$ cat src/rtl/gpr_wr_arbiter_if.sv
// gpr_wr_arbiter_if: writeback request/grant bundle plus the GPR write bus.
// Ports (via modports):
//   master: drives stall, req_valid/addr/data, dbg_valid/addr/data;
//           sees req_ready, dbg_ready, gpr_we_n/addr/data, rr_ptr.
//   slave : the arbiter side, directions mirrored.
interface gpr_wr_arbiter_if #(
    parameter int NUM_REQ = 3,
    parameter int ADDR_W  = 5,
    parameter int DATA_W  = 32
);
    localparam int PW = $clog2(NUM_REQ);

    logic                      stall;
    logic [NUM_REQ-1:0]        req_valid;
    logic [NUM_REQ*ADDR_W-1:0] req_addr;
    logic [NUM_REQ*DATA_W-1:0] req_data;
    logic [NUM_REQ-1:0]        req_ready;
    logic                      dbg_valid;
    logic [ADDR_W-1:0]         dbg_addr;
    logic [DATA_W-1:0]         dbg_data;
    logic                      dbg_ready;
    logic                      gpr_we_n;
    logic [ADDR_W-1:0]         gpr_addr;
    logic [DATA_W-1:0]         gpr_data;
    logic [PW-1:0]             rr_ptr;

    modport master (
        output stall, req_valid, req_addr, req_data,
        output dbg_valid, dbg_addr, dbg_data,
        input  req_ready, dbg_ready,
        input  gpr_we_n, gpr_addr, gpr_data, rr_ptr
    );

    modport slave (
        input  stall, req_valid, req_addr, req_data,
        input  dbg_valid, dbg_addr, dbg_data,
        output req_ready, dbg_ready,
        output gpr_we_n, gpr_addr, gpr_data, rr_ptr
    );
endinterface

$ cat src/rtl/gpr_wr_arbiter.sv
// gpr_wr_arbiter: shares the GPR write port between NUM_REQ round-robin
// writeback requesters and a debug port with a bounded-run override.
// Ports: clk, rst (sync, active-high), bus (gpr_wr_arbiter_if.slave):
//   stall, req_valid/addr/data -> req_ready (one-hot),
//   dbg_valid/addr/data -> dbg_ready, registered gpr_we_n/addr/data,
//   rr_ptr (current round-robin priority).
module gpr_wr_arbiter #(
    parameter int NUM_REQ     = 3,
    parameter int ADDR_W      = 5,
    parameter int DATA_W      = 32,
    parameter int MAX_DBG_RUN = 4
) (
    input logic             clk,
    input logic             rst,
    gpr_wr_arbiter_if.slave bus
);
    localparam int PW = $clog2(NUM_REQ);
    localparam int CW = $clog2(MAX_DBG_RUN + 1);
    localparam logic [PW:0]   NR      = (PW+1)'(NUM_REQ);
    localparam logic [CW-1:0] RUN_MAX = CW'(MAX_DBG_RUN);

    logic [PW-1:0]     r_ptr;
    logic [CW-1:0]     r_run;
    logic              r_we_n;
    logic [ADDR_W-1:0] r_addr;
    logic [DATA_W-1:0] r_data;

    logic                   w_open;
    logic                   w_any;
    logic                   w_dbg_gnt;
    logic                   w_req_gnt;
    logic [2*NUM_REQ-1:0]   w_dbl;
    logic [2*NUM_REQ-1:0]   w_sh;
    logic [NUM_REQ-1:0]     w_rot;
    logic [PW-1:0]          w_off;
    logic [PW:0]            w_sum;
    logic [PW:0]            w_inc;
    logic [PW-1:0]          w_idx;
    logic [PW-1:0]          w_nxt_ptr;
    logic [ADDR_W-1:0]      w_sel_addr;
    logic [DATA_W-1:0]      w_sel_data;
    logic [CW-1:0]          w_run_nxt;

    // Round-robin search: rotate the valid vector so rr_ptr lands at
    // bit 0, take the lowest set bit, then undo the rotation.
    always_comb begin
        w_dbl = {bus.req_valid, bus.req_valid};
        w_sh  = w_dbl >> r_ptr;
        w_rot = w_sh[NUM_REQ-1:0];
        w_off = '0;
        for (int k = NUM_REQ - 1; k >= 0; k--) begin
            if (w_rot[PW'(k)]) begin
                w_off = PW'(k);
            end
        end
        w_sum = {1'b0, r_ptr} + {1'b0, w_off};
        if (w_sum >= NR) begin
            w_sum = w_sum - NR;
        end
        w_idx = w_sum[PW-1:0];
        w_inc = {1'b0, w_idx} + (PW+1)'(1);
        w_nxt_ptr = (w_inc == NR) ? '0 : w_inc[PW-1:0];
    end

    always_comb begin
        w_sel_addr = '0;
        w_sel_data = '0;
        for (int i = 0; i < NUM_REQ; i++) begin
            if (w_idx == PW'(i)) begin
                w_sel_addr = bus.req_addr[i*ADDR_W +: ADDR_W];
                w_sel_data = bus.req_data[i*DATA_W +: DATA_W];
            end
        end
    end

    // Grants look only at valids, stall, rst and local state, never at
    // the registered write bus.
    always_comb begin
        w_open    = !rst && !bus.stall;
        w_any     = |bus.req_valid;
        w_dbg_gnt = w_open && bus.dbg_valid
                    && (!w_any || (r_run < RUN_MAX));
        w_req_gnt = w_open && w_any && !w_dbg_gnt;
    end

    // The run counter only grows while a requester is actually being
    // held off; a requester grant or an idle debug port clears it.
    always_comb begin
        w_run_nxt = r_run;
        if (w_open) begin
            if (w_req_gnt || !bus.dbg_valid) begin
                w_run_nxt = '0;
            end else if (w_any && (r_run < RUN_MAX)) begin
                w_run_nxt = r_run + CW'(1);
            end
        end
    end

    always_ff @(posedge clk) begin
        if (rst) begin
            r_ptr  <= '0;
            r_run  <= '0;
            r_we_n <= 1'b1;
            r_addr <= '0;
            r_data <= '0;
        end else begin
            r_we_n <= !(w_dbg_gnt || w_req_gnt);
            r_run  <= w_run_nxt;
            if (w_dbg_gnt) begin
                r_addr <= bus.dbg_addr;
                r_data <= bus.dbg_data;
            end else if (w_req_gnt) begin
                r_addr <= w_sel_addr;
                r_data <= w_sel_data;
                r_ptr  <= w_nxt_ptr;
            end
        end
    end

    assign bus.req_ready = w_req_gnt ? (NUM_REQ'(1) << w_idx) : '0;
    assign bus.dbg_ready = w_dbg_gnt;
    assign bus.gpr_we_n  = r_we_n;
    assign bus.gpr_addr  = r_addr;
    assign bus.gpr_data  = r_data;
    assign bus.rr_ptr    = r_ptr;
endmodule
$ cat src/flat_wrapper.sv
// flat-port wrapper written by rule: the top's interface ports become plain ports
module gpr_wr_arbiter_flat 
#(
    parameter int NUM_REQ     = 3,
    parameter int ADDR_W      = 5,
    parameter int DATA_W      = 32,
    parameter int MAX_DBG_RUN = 4
)
  (clk, rst, bus_stall, bus_req_valid, bus_req_addr, bus_req_data, bus_dbg_valid, bus_dbg_addr, bus_dbg_data, bus_req_ready, bus_dbg_ready, bus_gpr_we_n, bus_gpr_addr, bus_gpr_data, bus_rr_ptr);
  gpr_wr_arbiter_if #(.NUM_REQ(NUM_REQ), .ADDR_W(ADDR_W), .DATA_W(DATA_W)) bus_i ();
  input logic clk;
  input logic rst;
  input wire logic [$bits(bus_i.stall)-1:0] bus_stall;
  input wire logic [$bits(bus_i.req_valid)-1:0] bus_req_valid;
  input wire logic [$bits(bus_i.req_addr)-1:0] bus_req_addr;
  input wire logic [$bits(bus_i.req_data)-1:0] bus_req_data;
  input wire logic [$bits(bus_i.dbg_valid)-1:0] bus_dbg_valid;
  input wire logic [$bits(bus_i.dbg_addr)-1:0] bus_dbg_addr;
  input wire logic [$bits(bus_i.dbg_data)-1:0] bus_dbg_data;
  output wire logic [$bits(bus_i.req_ready)-1:0] bus_req_ready;
  output wire logic [$bits(bus_i.dbg_ready)-1:0] bus_dbg_ready;
  output wire logic [$bits(bus_i.gpr_we_n)-1:0] bus_gpr_we_n;
  output wire logic [$bits(bus_i.gpr_addr)-1:0] bus_gpr_addr;
  output wire logic [$bits(bus_i.gpr_data)-1:0] bus_gpr_data;
  output wire logic [$bits(bus_i.rr_ptr)-1:0] bus_rr_ptr;
  assign bus_i.stall = bus_stall;
  assign bus_i.req_valid = bus_req_valid;
  assign bus_i.req_addr = bus_req_addr;
  assign bus_i.req_data = bus_req_data;
  assign bus_i.dbg_valid = bus_dbg_valid;
  assign bus_i.dbg_addr = bus_dbg_addr;
  assign bus_i.dbg_data = bus_dbg_data;
  assign bus_req_ready = bus_i.req_ready;
  assign bus_dbg_ready = bus_i.dbg_ready;
  assign bus_gpr_we_n = bus_i.gpr_we_n;
  assign bus_gpr_addr = bus_i.gpr_addr;
  assign bus_gpr_data = bus_i.gpr_data;
  assign bus_rr_ptr = bus_i.rr_ptr;
  gpr_wr_arbiter #(.NUM_REQ(NUM_REQ), .ADDR_W(ADDR_W), .DATA_W(DATA_W), .MAX_DBG_RUN(MAX_DBG_RUN)) u_core (.clk(clk), .rst(rst), .bus(bus_i));
endmodule
$ cat config.mk
export PLATFORM = sky130hd
export DESIGN_NAME = gpr_wr_arbiter_flat
export DESIGN_NICKNAME = d
export VERILOG_FILES = /design/src/rtl/gpr_wr_arbiter_if.sv /design/src/rtl/gpr_wr_arbiter.sv /design/src/flat_wrapper.sv
export SDC_FILE = /design/constraint.sdc
export NUM_CORES = 1
export LEC_CHECK = 0
export CAP_MARGIN = 20
export CELL_PAD_IN_SITES_DETAIL_PLACEMENT = 1
export CELL_PAD_IN_SITES_GLOBAL_PLACEMENT = 2
export CORE_ASPECT_RATIO = 1.1
export CORE_MARGIN = 5
export CORE_UTILIZATION = 21
export CTS_BUF_LIST = sky130_fd_sc_hd__clkbuf_8
export CTS_CLUSTER_DIAMETER = 120
export DETAILED_ROUTE_END_ITERATION = 7
export PLACE_DENSITY = 0.84
export SYNTH_ARGS = -nofsm -noshare
export SYNTH_HDL_FRONTEND = slang
export SYNTH_SLANG_ARGS = --single-unit
$ cat constraint.sdc
create_clock -name clk -period 4.7 [get_ports clk]
set_input_delay 0.94 -clock clk [delete_from_list [all_inputs] [get_ports clk]]
set_output_delay 0.94 -clock clk [all_outputs]
set_load 0.02 [all_outputs]
==> impl_metrics.json, run 1 <==
{
  "netlist.area_leader.share_pct": 24.4,
  "synthCells": 443,
  "die_width_um": 134,
  "dpl-instance-area_um2": 5700,
  "max-cap-violations": 0,
  "cts_tree": "done",
  "crit_arrival_ns": 3.62,
  "dp_slack_ns": -0.145,
  "maxSlewHeadroom_pct": 46.9,
  "p_leak_nw": 1.89,
  "crit_fanout": 3,
  "synth.cell_area_um2": 3530,
  "total_power_mw": 1.22,
  "cts_root_buffer": "clkbuf_8",
  "final.min_clock_period_ns": 4.56,
  "grt_pass1_wl_um": 26500,
  "period_share_pct": 96.9,
  "status": "complete, no violations",
  "fin_hold_ws_ns": 0.502,
  "setup_viol": 0,
  "die_area_um2": 19500,
  "worst_pin_slew_ns": 0.793,
  "io_pins": 199,
  "finalHoldViolCount": 0,
  "drt_wl_total_um": 16600,
  "worst_setup_path_start_kind": "input port",
  "clk_pin_slew_ns": 0.08,
  "fin_ws_ns": 0.144,
  "grt_max_degree": 46,
  "area_growth_pct": 64.6,
  "clk_latency_ns": 0.31,
  "synth_cell_type_count": 50,
  "hp-class": "reg -> reg",
  "drtIter0Drc": 178,
  "grt_pass1_vias": 4798,
  "rows": 49,
  "ys_seq_area_share_pct": 24.4,
  "holdPathStages": 2,
  "clock-sinks": 43,
  "synth_top_area_cell": "dfxtp_1",
  "fin_area_um2": 5810,
  "p_comb_share_pct": 46.9,
  "htree_num_levels": 2,
  "hpwl_um": 12800,
  "skew_ns": 0.0131,
  "numCtsBuffers": 5,
  "endpoint_kind": "output port",
  "synth_area_leaders": "dfxtp_1 24%, mux2i_1 5.7%, a22oi_2 5.0%",
  "clockBufferDepth": 2,
  "postRouteAntennaNets": 0,
  "antennaDiodeCount": 0,
  "globalRoute.totalOverflow": 0,
  "syn_area_per_cell_um2": 7.96,
  "required_ns": 3.76,
  "placed_cells": 820,
  "cellPowerDensity_nw_per_um2": 210,
  "vias_per_cell": 5.19,
  "grt_antenna_before_repair": 0,
  "port_buffers": 198,
  "ys_warn_count": 0,
  "drv_slew": 0,
  "p_sw_share_pct": 36.8,
  "yosys_register_bits": 43,
  "syn_nets": 602,
  "nets": 782,
  "p_int_mw": 0.769,
  "wl_per_cell_um": 20.1,
  "p_sw_mw": 0.448,
  "cts_setup_buffers": 0,
  "remaining_drc_errors": 0,
  "fmax_mhz": 220,
  "sequentialPowerShare_pct": 33.8,
  "vdd.ir_drop.worst_uv": 96.6,
  "clkPwrFrac_pct": 19.3,
  "vias": 4291,
  "instances_no_fill": 826,
  "drtPass1Iterations": 4,
  "gr-usage-all-layers_pct": 16.9,
  "drive_gt1_share_pct": 13.3,
  "die_h_um": 146,
  "gp_congestion": 0.740,
  "crit_type": "in -> out",
  "rr_worst_depth": 10,
  "start_util_pct": 21.5,
  "core_region_area_um2": 16400
}
-- timing repair --
| item | in CTS | in global routing |
|---|---|---|
| gates resized for setup | 3 | 8 |
| pin swaps | 1 | 1 |
| hold buffers | 0 | 0 |
| gates cloned | 0 | 0 |
| endpoints found under the setup margin | 3 | 3 |
-- sequential cells by signal, indices dropped and copies added (netlist names) --
register and flops:
u_core.r_run 3, u_core.bus.gpr_addr 5, u_core.bus.rr_ptr 2, u_core.bus.gpr_data 32, u_core.bus.gpr_we_n 1
-- worst max-delay path, stage by stage --
cell and delay [ns]:
clkdlybuf4s50_1 0.53, inv_1 0.08, nor3_1 0.18, a31oi_1 0.09, a21oi_2 0.23, ha_4 0.23, fa_2 0.36, or2_1 0.25
o22a_1 0.21, nor2_1 0.16, dlygate4sd2_1 0.36
-- synthesized netlist by cell type, drive strengths merged --
library cell,n
o22ai,14
o221a,1
nor3,5
o2111ai,12
nand4,14
a22oi,34
nand3b,5
a311oi,1
a41o,14
buf,33
and3,1
inv,5
a21oi,32
or3,2
a21o,1
clkinv,1
nand4b,1
o31ai,5
nand2,33
o22a,1
o311ai,1
a31oi,17
nor2,42
fa,1
a211oi,6
nor3b,14
nand2b,4
ha,3
or2,1
o21ai,29
mux2i,20
mux2,1
nand3,17
dfxtp,43
clkbuf,16
o211ai,13
-- final timing paths --
path / slack [ns] / startpoint / to
worst max-delay path: 0.14 / bus_req_valid[0] / bus_req_ready[0]
worst min-delay path: 0.50 / u_core.bus.gpr_data[11]$_SDFFE_PP0N_ / u_core.bus.gpr_data[11]$_SDFFE_PP0N_
worst max register to register: 1.52 / u_core.bus.rr_ptr[0]$_SDFFE_PP0P_ / u_core.bus.gpr_data[0]$_SDFFE_PP0N_
worst min register to register: 0.50 / u_core.bus.gpr_data[11]$_SDFFE_PP0N_ / u_core.bus.gpr_data[11]$_SDFFE_PP0N_
-- logic make-up after synthesis --
kind of cell	after synthesis	share of synthesized area, %
compound gates	181	39.5
mux	21	5.99
buf+inv	55	8.48
flops	43	24.4
simple gates	139	20.0
fa+ha+maj	4	1.63
-- area by class of cell --
class,count,area [µm²]
multi-input combinational,345,2410
clock inverter,1,3.75
sequential,43,861
fill,1954,10600
timing repair buffer,222,2180
inverter,6,23.8
clock buffer,5,68.8
tap,204,255
-- power by group through the flow --
stage | sequential [mW] | clock, mW | combinational, mW
after floorplan | 0.450 | 0 | 0.256
after global placement | 0.417 | 0 | 0.558
after detailed placement | 0.419 | 0 | 0.573
after CTS | 0.411 | 0.252 | 0.576
after global routing | 0.415 | 0.263 | 0.619
final | 0.411 | 0.235 | 0.571
-- placed cells by master (no fill, tap or decap), types with 5 or more instances in the layout --
master	n
nor2_1	40
o22ai_1	8
o31ai_1	5
nand2_1	32
a22oi_1	20
a21oi_1	18
a41o_1	14
nand4_1	14
a31oi_1	17
clkbuf_8	5
a22oi_2	14
o21ai_1	13
o2111ai_1	12
mux2i_1	20
clkdlybuf4s50_1	194
buf_4	23
dfxtp_1	43
o21ai_0	13
nand3b_1	5
nor3b_1	14
o22ai_2	6
nand3_1	16
o211ai_1	13
inv_1	5
a211oi_1	6
a21oi_2	14
-- layer usage --
layer	vias to the layer above	GRT usage [%]	routed length, µm
met5	-	0	0
met4	0	3.81	301
met3	17	4.39	957
met2	141	29.7	8430
met1	2062	20.7	6900
li1	2071	-	-
-- stage by stage --
stage | setup TNS (ns) | util [%]
finish | 0 | 35.3
global route | -0.00974 | 35.3
CTS | 0 | 35.1
detailed placement | -0.301 | 34.7
global placement | -0.0997 | 34.7
floorplan | 0 | -
No activity file was read; power rests on OpenSTA's default activity.
==> run 2: changes to the inputs <==
--- a/config.mk
+++ b/config.mk
@@ -18,3 +18,4 @@
 export SYNTH_ARGS = -nofsm -noshare
 export SYNTH_HDL_FRONTEND = slang
 export SYNTH_SLANG_ARGS = --single-unit
+export TNS_END_PERCENT = 5
==> results of run 2 <==
Final layout, timing and power as in run 1 (identical DEF).
